<file path="src/rtl/pwm_pkg.sv">
// Shared constants, output-mode encoding and PWM helpers for the PWM peripheral.
// Latency: none, declarations and pure functions only.
// Backpressure: not applicable.
package pwm_pkg;

    // Period counter width; one PWM period is 2**PWM_BITS ticks.
    localparam int PWM_BITS = 8;

    // Number of driven output pins, matching the two 8-bit enable registers.
    localparam int NUM_OUT = 16;

    // Duty code that means "always high", with no low slice at the wrap.
    localparam logic [PWM_BITS-1:0] DUTY_FULL = 8'hFF;

    // Last value of the period counter before it wraps to zero.
    localparam logic [PWM_BITS-1:0] PER_LAST = 8'hFF;

    // clk cycles per PWM tick; 13 gives about 3.0 kHz at 10 MHz.
    localparam int DEFAULT_PRESCALE = 13;

    // What a single output pin is driven from.
    typedef enum logic [1:0] {
        OUT_LOW  = 2'd0,
        OUT_HIGH = 2'd1,
        OUT_PWM  = 2'd2
    } out_mode_e;

    // Decode the two enable bits of one pin into its drive mode.
    function automatic out_mode_e out_mode(input logic en_out, input logic en_pwm);
        out_mode_e mode;
        if (!en_out) begin
            mode = OUT_LOW;
        end else if (!en_pwm) begin
            mode = OUT_HIGH;
        end else begin
            mode = OUT_PWM;
        end
        return mode;
    endfunction

    // Shared PWM level for the current period position.
    // Full scale is special-cased so that 0xFF never drops low on count 255.
    function automatic logic pwm_level(input logic [PWM_BITS-1:0] per_cnt,
                                       input logic [PWM_BITS-1:0] duty);
        logic level;
        if (duty == DUTY_FULL) begin
            level = 1'b1;
        end else begin
            level = (per_cnt < duty);
        end
        return level;
    endfunction

endpackage

</file>
<file path="src/rtl/pwm_timebase.sv">
// Free-running prescaler and 8-bit period counter shared by every PWM output.
// Latency: counters advance each clk; tick/boundary/period_start are combinational on current state.
// Backpressure: none, runs continuously from reset release.
module pwm_timebase
    import pwm_pkg::*;
#(
    parameter int PRESCALE = DEFAULT_PRESCALE
) (
    input  logic                clk,
    input  logic                rst_n,
    output logic                tick_o,
    output logic [PWM_BITS-1:0] per_cnt_o,
    output logic                boundary_o,
    output logic                period_start_o
);

    // A prescale of 1 still needs a one-bit counter so the compare stays legal.
    localparam int PRE_W = (PRESCALE > 1) ? $clog2(PRESCALE) : 1;
    localparam logic [PRE_W-1:0] PRE_MAX = PRE_W'(PRESCALE - 1);

    logic [PRE_W-1:0]    pre_cnt_q;
    logic [PRE_W-1:0]    pre_cnt_d;
    logic [PWM_BITS-1:0] per_cnt_q;
    logic [PWM_BITS-1:0] per_cnt_d;

    // One tick per PRESCALE clks; with PRESCALE = 1 this is every clk.
    assign tick_o = (pre_cnt_q == PRE_MAX);

    // Prescaler wraps on tick, period counter steps on tick and wraps 255 -> 0 naturally.
    always_comb begin
        pre_cnt_d = pre_cnt_q + 1'b1;
        per_cnt_d = per_cnt_q;
        if (tick_o) begin
            pre_cnt_d = '0;
            per_cnt_d = per_cnt_q + 1'b1;
        end
    end

    // Counter state; asynchronous reset restarts the period from tick 0.
    always_ff @(posedge clk or negedge rst_n) begin
        if (!rst_n) begin
            pre_cnt_q <= '0;
            per_cnt_q <= '0;
        end else begin
            pre_cnt_q <= pre_cnt_d;
            per_cnt_q <= per_cnt_d;
        end
    end

    // Last clk of the period: the cycle on which the duty shadow is reloaded.
    assign boundary_o = tick_o && (per_cnt_q == PER_LAST);

    // First clk of the period, including the first clk after reset release.
    assign period_start_o = (pre_cnt_q == '0) && (per_cnt_q == '0);

    assign per_cnt_o = per_cnt_q;

endmodule

</file>
<file path="src/rtl/pwm_peripheral.sv">
// Drives 16 pins low, high or from a shared PWM waveform, as selected by the SPI register map.
// Latency: 1 clk from enable/timebase state to out and pwm_period_start (both registered together).
// Backpressure: none; inputs are level registers in the same clk domain, sampled every clk.
module pwm_peripheral
    import pwm_pkg::*;
#(
    parameter int PRESCALE = DEFAULT_PRESCALE
) (
    input  logic                clk,
    input  logic                rst_n,
    input  logic [7:0]          en_reg_out_7_0,
    input  logic [7:0]          en_reg_out_15_8,
    input  logic [7:0]          en_reg_pwm_7_0,
    input  logic [7:0]          en_reg_pwm_15_8,
    input  logic [7:0]          pwm_duty_cycle,
    output logic [NUM_OUT-1:0]  out,
    output logic                pwm_period_start
);

    logic                tick_w;
    logic                boundary_w;
    logic                period_start_w;
    logic [PWM_BITS-1:0] per_cnt_w;

    logic [PWM_BITS-1:0] duty_sh_q;
    logic [PWM_BITS-1:0] duty_sh_d;
    logic                duty_load_w;
    logic                pwm_w;

    logic [NUM_OUT-1:0]  en_out_w;
    logic [NUM_OUT-1:0]  en_pwm_w;
    logic [NUM_OUT-1:0]  out_d;
    logic [NUM_OUT-1:0]  out_q;
    logic                strobe_d;
    logic                strobe_q;

    pwm_timebase #(
        .PRESCALE       (PRESCALE)
    ) u_timebase (
        .clk            (clk),
        .rst_n          (rst_n),
        .tick_o         (tick_w),
        .per_cnt_o      (per_cnt_w),
        .boundary_o     (boundary_w),
        .period_start_o (period_start_w)
    );

    assign en_out_w = {en_reg_out_15_8, en_reg_out_7_0};
    assign en_pwm_w = {en_reg_pwm_15_8, en_reg_pwm_7_0};

    // Boundary already implies a tick; qualifying with tick keeps the reload
    // visibly tied to the prescaler edge if the boundary definition ever moves.
    assign duty_load_w = tick_w && boundary_w;

    // Duty shadow only follows the SPI value at the period boundary, so a
    // period in flight never sees a new duty and no runt pulse is produced.
    always_comb begin
        duty_sh_d = duty_sh_q;
        if (duty_load_w) begin
            duty_sh_d = pwm_duty_cycle;
        end
    end

    // Duty shadow register; zero after reset keeps PWM pins low for the first period.
    always_ff @(posedge clk or negedge rst_n) begin
        if (!rst_n) begin
            duty_sh_q <= '0;
        end else begin
            duty_sh_q <= duty_sh_d;
        end
    end

    // Shared waveform for the current period position.
    assign pwm_w = pwm_level(per_cnt_w, duty_sh_q);

    // Per-pin source select: forced low, forced high, or the shared PWM level.
    always_comb begin
        out_d = '0;
        for (int i = 0; i < NUM_OUT; i++) begin
            case (out_mode(en_out_w[i], en_pwm_w[i]))
                OUT_LOW:  out_d[i] = 1'b0;
                OUT_HIGH: out_d[i] = 1'b1;
                OUT_PWM:  out_d[i] = pwm_w;
                default:  out_d[i] = 1'b0;
            endcase
        end
    end

    // The strobe is computed from the same timebase state as out_d so a
    // rising PWM edge on out lands in the same clk as the strobe.
    assign strobe_d = period_start_w;

    // Output pin and strobe registers; reset drops every pin immediately.
    always_ff @(posedge clk or negedge rst_n) begin
        if (!rst_n) begin
            out_q    <= '0;
            strobe_q <= 1'b0;
        end else begin
            out_q    <= out_d;
            strobe_q <= strobe_d;
        end
    end

    assign out              = out_q;
    assign pwm_period_start = strobe_q;

endmodule

</file>
<file path="config.mk">
export PLATFORM = sky130hd
export DESIGN_NAME = pwm_peripheral
export DESIGN_NICKNAME = d
export VERILOG_FILES = /design/src/rtl/pwm_pkg.sv /design/src/rtl/pwm_timebase.sv /design/src/rtl/pwm_peripheral.sv
export SDC_FILE = /design/constraint.sdc
export NUM_CORES = 1
export LEC_CHECK = 0
export ABC_AREA = 1
export CAP_MARGIN = 20
export CORE_UTILIZATION = 52
export CTS_BUF_LIST = sky130_fd_sc_hd__clkbuf_4 sky130_fd_sc_hd__clkbuf_8
export CTS_CLUSTER_DIAMETER = 80
export DETAILED_ROUTE_END_ITERATION = 8
export PLACE_DENSITY = 0.87
export SLEW_MARGIN = 40
export SYNTH_ARGS = -nofsm -noshare
export SYNTH_HDL_FRONTEND = slang
export SYNTH_SLANG_ARGS = --single-unit
</file>
<file path="constraint.sdc">
create_clock -name clk -period 3.37 [get_ports clk]
set_input_delay 0.674 -clock clk [delete_from_list [all_inputs] [get_ports clk]]
set_output_delay 0.674 -clock clk [all_outputs]
set_load 0.1 [all_outputs]
</file>
# --- Word-level counts from Yosys, hierarchy flattened ---
# Index checks and enable logic that the tools add are counted.
classes:
  add_sub_neg: 2
  order_cmp: 1
  eq_ne: 35
  n_mux: 50
  reduce_logical: 5
op_table:
  columns: ["operator", "n"]
  rows:
  - ["two-way mux 2 bit", 32]
  - ["== test 2 x 1 -> 1 bit (second input constant)", 16]
  - ["== test 2 bit (second input constant)", 16]
  - ["case mux 1 bit (2 select lines)", 16]
  - ["== test 8 bit (second input constant)", 2]
  - ["adder 8 x 1 -> 8 bit (second input constant)", 1]
  - ["logical NOT 8 bit", 1]
  - ["< comparator 8 bit", 1]
  - ["adder 4 x 1 -> 4 bit (second input constant)", 1]
  - ["== test 4 bit (second input constant)", 1]
  - ["logical NOT 4 bit", 1]
  - ["two-way mux 4 bit", 1]
  - ["logical AND 1 bit", 3]
  - ["two-way mux 1 bit", 1]
word_totals:
  regBits: 37

# --- Longest topological paths before layout ---
depth:
  word_depth: 4
  mapped_depth: 12

# --- Cells and area by module ---
# From an unflattened synthesis, not the netlist that was laid out.
unflattened:
  hier_cells: 254
  area_unflattened_um2: 1958.1
modules_own_cells:
  columns: ["mod", "n_inst", "cells_each", "area_per_inst_um2", "seq_area_each_um2"]
  rows:
  - ["pwm_peripheral", 1, 176, 1297.5, 625.6]
  - ["pwm_timebase", 1, 78, 660.6, 300.3]

# --- Least setup slack after synthesis ---
# Ideal clock, no wire load.
synth_timing:
  kind: "reg2out"
  start: "reg out_q[0] (netlist: out[0])"
  end: "out out[0]"
  t_arrival_ns: 0.883
  setup_slack_ns: 1.813
  path_stages_with_launch: 1
  n_path_buf: 0
  path_cell_list: "dfrtp_1"
synth_lines:
  columns: ["item", "line", "text"]
  rows:
  - ["start: declaration", "pwm_peripheral.sv:33", "logic [NUM_OUT-1:0] out_q;"]
  - ["start signal: assignment", "pwm_peripheral.sv:99", "out_q <= out_d;"]
  - ["end: declaration", "pwm_peripheral.sv:16", "output logic [NUM_OUT-1:0] out,"]
# No word-level cell between the ends.

# --- Worst setup path after layout ---
layout_timing:
  start: "reg out_q[10] (netlist: out[10])"
  end: "out out[10]"
# No word-level cell between the ends.

==> impl_table.tex <==
\begin{tabular}{lr}
\hline
Metric & Value \\
\hline
\multicolumn{2}{l}{\textbf{Cells and area}} \\
Antenna cells & 0 \\
Fraction of final layout cells sized beyond drive strength 1 & 0.1461 \\
NumNets Final & 361 \\
Area added between synthesis and finish & 31.28\% \\
Utilization after layout & 0.7143 \\
\multicolumn{2}{l}{\textbf{Floorplanning}} \\
Initial cell density of the core & 0.5441 \\
I/O pin total & 59 \\
Die width & 63.89 um \\
Die Y-Extent & 63.89 um \\
Full die area & 0.004082 mm2 \\
Area of the placeable core & 0.003661 mm2 \\
Std cell rows & 22 \\
\multicolumn{2}{l}{\textbf{Clocking}} \\
Master cell of the clock root buffer & sky130\_fd\_sc\_hd\_\_clkbuf\_8 \\
Number of buffers added for setup after CTS & 0 \\
Clk pin slew, worst setup/hold paths & 70 ps \\
Total number of clock tree sinks & 37 \\
Clock tree from TritonCTS & yes \\
Max Root-Sink Buffers & 2 \\
Post-CTS sizing & 0 \\
Clock latency of the later-clocked register in the worst-skew pair & 280 ps \\
Total clock buffers created by CTS & 5 \\
Total number of H-tree levels & 2 \\
CTS hold repair buffers & 0 \\
\multicolumn{2}{l}{\textbf{Logic synthesis}} \\
Number of enable-type register cells in the synthesized netlist & 0 \\
Average footprint of a synthesized cell & 8.130 um2 \\
Most frequent cells after synthesis & sky130\_fd\_sc\_hd\_\_nand2\_1 (86), sky130\_fd\_sc\_hd\_\_inv\_1 (61), sky130\_fd\_sc\_hd\_\_dfrtp\_1 (37) \\
Asr flop ratio synth & 1.000 \\
Cell count after synthesis & 245 \\
Portion of the post-synthesis area used by sequential elements & 0.4648 \\
Most used standard cell by instance count after synthesis & sky130\_fd\_sc\_hd\_\_nand2\_1 \\
Ranking of synthesized cells by area & sky130\_fd\_sc\_hd\_\_dfrtp\_1 (46\%), sky130\_fd\_sc\_hd\_\_nand2\_1 (16\%), sky130\_fd\_sc\_hd\_\_inv\_1 (11\%) \\
Count of cell types in the netlist & 24 \\
Synthesized flop and latch total & 37 \\
Synth Warn \# & 0 \\
Post-synthesis instance area & 0.001992 mm2 \\
Post-Syn Nets & 298 \\
Post-synthesis cell type with the largest combined area & sky130\_fd\_sc\_hd\_\_dfrtp\_1 \\
Post-synth top area share & 0.4648 \\
Primary FF master, synth & sky130\_fd\_sc\_hd\_\_dfrtp\_1 \\
\multicolumn{2}{l}{\textbf{Pwr}} \\
Seq pwr share & 0.466 \\
Maximum vdd drop & 0.3172 mV \\
P\_sw & 0.2992 mW \\
Cell-internal power & 0.6916 mW \\
Power per cell area & 378.9 mW/mm2 \\
Power share of the clock group & 0.317 \\
Switching share of total power & 0.3020 \\
Proportion of power drawn by combinational gates & 0.217 \\
Leakage power figure & 1.589 nW \\
\multicolumn{2}{l}{\textbf{Timing}} \\
Unrepaired setup endpoints after global routing & no \\
Final period util & 0.5081 \\
Final Setup Violations & 0 \\
Final Hold Violating Endpoints & 0 \\
Maximum clock rate & 0.5840 GHz \\
Setup total negative slack & 0 ps \\
Max-Slew Margin vs Limit & 0.6752 \\
Max-slew violations & 0 \\
Pin slew with the least headroom to its limit & 490.5 ps \\
Setup clock skew after layout & 2.912 ps \\
Final period demand of the worst path & 1712 ps \\
\multicolumn{2}{l}{\textbf{Global routing}} \\
Vias in the first global route & 1640 \\
First-pass GRT wire length & 6.527 mm \\
Aggregate global-route resource usage & 0.2103 \\
Pin count of the biggest net entering global routing & 38 \\
Grt ovf & 0 \\
Antenna violations before repair & 0 \\
\multicolumn{2}{l}{\textbf{Critical path}} \\
Reg2reg path depth & 7 \\
Worst-path cell with the longest stage delay & sky130\_fd\_sc\_hd\_\_buf\_2 \\
Cell type group with the largest total delay on the critical path & buffers and inverters \\
Setup slack of the worst register-to-register path & 1670 ps \\
Crit. Startpoint & out[10] \\
Worst-path fanout max & 1 \\
Largest stage delay on the critical path & 420 ps \\
Critical path cell sequence & buf\_2 \\
Worst flop-to-flop path endpoint & duty\_sh\_q[1] \\
Launch instance of the worst register-to-register path & u\_timebase.pre\_cnt\_q[0] \\
Number of gates on the worst path with buffers counted & 1 \\
Worst setup path category & reg2out \\
Required @ worst endpoint & 2700 ps \\
Arrival @ worst endpoint & 1040 ps \\
Count of buffer and inverter cells on the critical path & 1 \\
Endpoint kind of the worst setup timing path & output port \\
CP Launch Type & flop \\
\multicolumn{2}{l}{\textbf{Route}} \\
WL final & 3.478 mm \\
DRC violations left & 0 \\
Mean routed wirelength per cell & 9.770 um \\
Routed via count & 1634 \\
Residual antenna-violating net count after detailed routing & 0 \\
Via-to-Cell Ratio & 4.590 \\
Number of optimization iterations in the first detailed-route pass & 5 \\
Number of DRC markers after the initial detailed-route iteration & 40 \\
\multicolumn{2}{l}{\textbf{Placed design}} \\
Detail Placement HPWL & 2.737 mm \\
Count of input and output buffers & 58 \\
RePlAce Congestion & 0.8005 \\
\multicolumn{2}{l}{\textbf{Run}} \\
Max-cap check violation count & 0 \\
\multicolumn{2}{l}{\textbf{Hold path}} \\
Class of the tightest hold or removal check & in2async \\
\multicolumn{2}{l}{\textbf{Run status}} \\
Status & finished, final reports clean \\
\hline
\end{tabular}
layer usage:
layer,wire [um],global-route usage,vias to the layer above
li1,-,-,847
met3,162,0.06964,6
met2,1831,0.3936,39
met4,60,0.07670,0
met5,0,0,-
met1,1423,0.2140,742
placed cells by master, fill, tap and decap left out, types with 4 or more instances in the layout:
cell and instances:
sky130_fd_sc_hd__buf_2 16, sky130_fd_sc_hd__clkbuf_8 6, sky130_fd_sc_hd__clkdlybuf4s50_1 40, sky130_fd_sc_hd__dfrtp_1 37, sky130_fd_sc_hd__ha_1 11, sky130_fd_sc_hd__inv_1 61, sky130_fd_sc_hd__nand2_1 86, sky130_fd_sc_hd__nand2_2 4
sky130_fd_sc_hd__nor2_1 6, sky130_fd_sc_hd__o21ai_2 8, sky130_fd_sc_hd__xor2_1 7
how the worst max path moves through the flow:
stage | endpoint | slack [ps]
after floorplan | out[0] | 1810
after global placement | out[1] | 1270
after detailed placement | duty_sh_q[1] | 1640
after CTS | duty_sh_q[1] | 1630
after global routing | duty_sh_q[3] | 1510
final | out[10] | 1660
power groups by stage:
stage / combinational [mW] / clock [mW] / sequential [mW]
after CTS: 0.217 / 0.328 / 0.461
after global placement: 0.228 / 0 / 0.470
after detailed placement: 0.217 / 0 / 0.470
after global routing: 0.230 / 0.347 / 0.462
final: 0.215 / 0.314 / 0.461
after floorplan: 0.0265 / 0 / 0.580
metrics by stage:
stage / instances / worst slack [ps] / power, mW / cell area (um2) / hold WS (ps)
after floorplan: 245 / 1813 / 0.6070 / 1992 / 378.4
after global placement: 349 / 1268 / 0.6974 / 2603 / 465.4
after detailed placement: 349 / 1641 / 0.6863 / 2522 / 469.3
after CTS: 356 / 1631 / 1.006 / 2613 / 486.7
after global routing: 356 / 1514 / 1.039 / 2615 / 366.8
final: 356 / 1658 / 0.9908 / 2615 / 336.8
cell type report:
type                            instances  area [um2]
Fill cell                             296        1046
Timing Repair Buffer                   58       495.5
Inverter                               62       234.0
Multi-Input combinational cell        144       809.5
Tap cell                               48       60.06
Sequential cell                        37       925.9
Clock buffer                            7       90.09
sequential cells by signal (all words and copies together) (netlist names):
signal and flops:
u_timebase.per_cnt_o 8, duty_sh_q 8, pwm_period_start 1, u_timebase.pre_cnt_q 4, out 16
cell families after synthesis:
logic type | synth area share
buf+inv | 0.1288
xor+xnor | 0.03518
simple gates | 0.2494
flops | 0.4648
compound gates | 0.05276
fa+ha+maj | 0.06909
(Power assumes the default switching activity.)
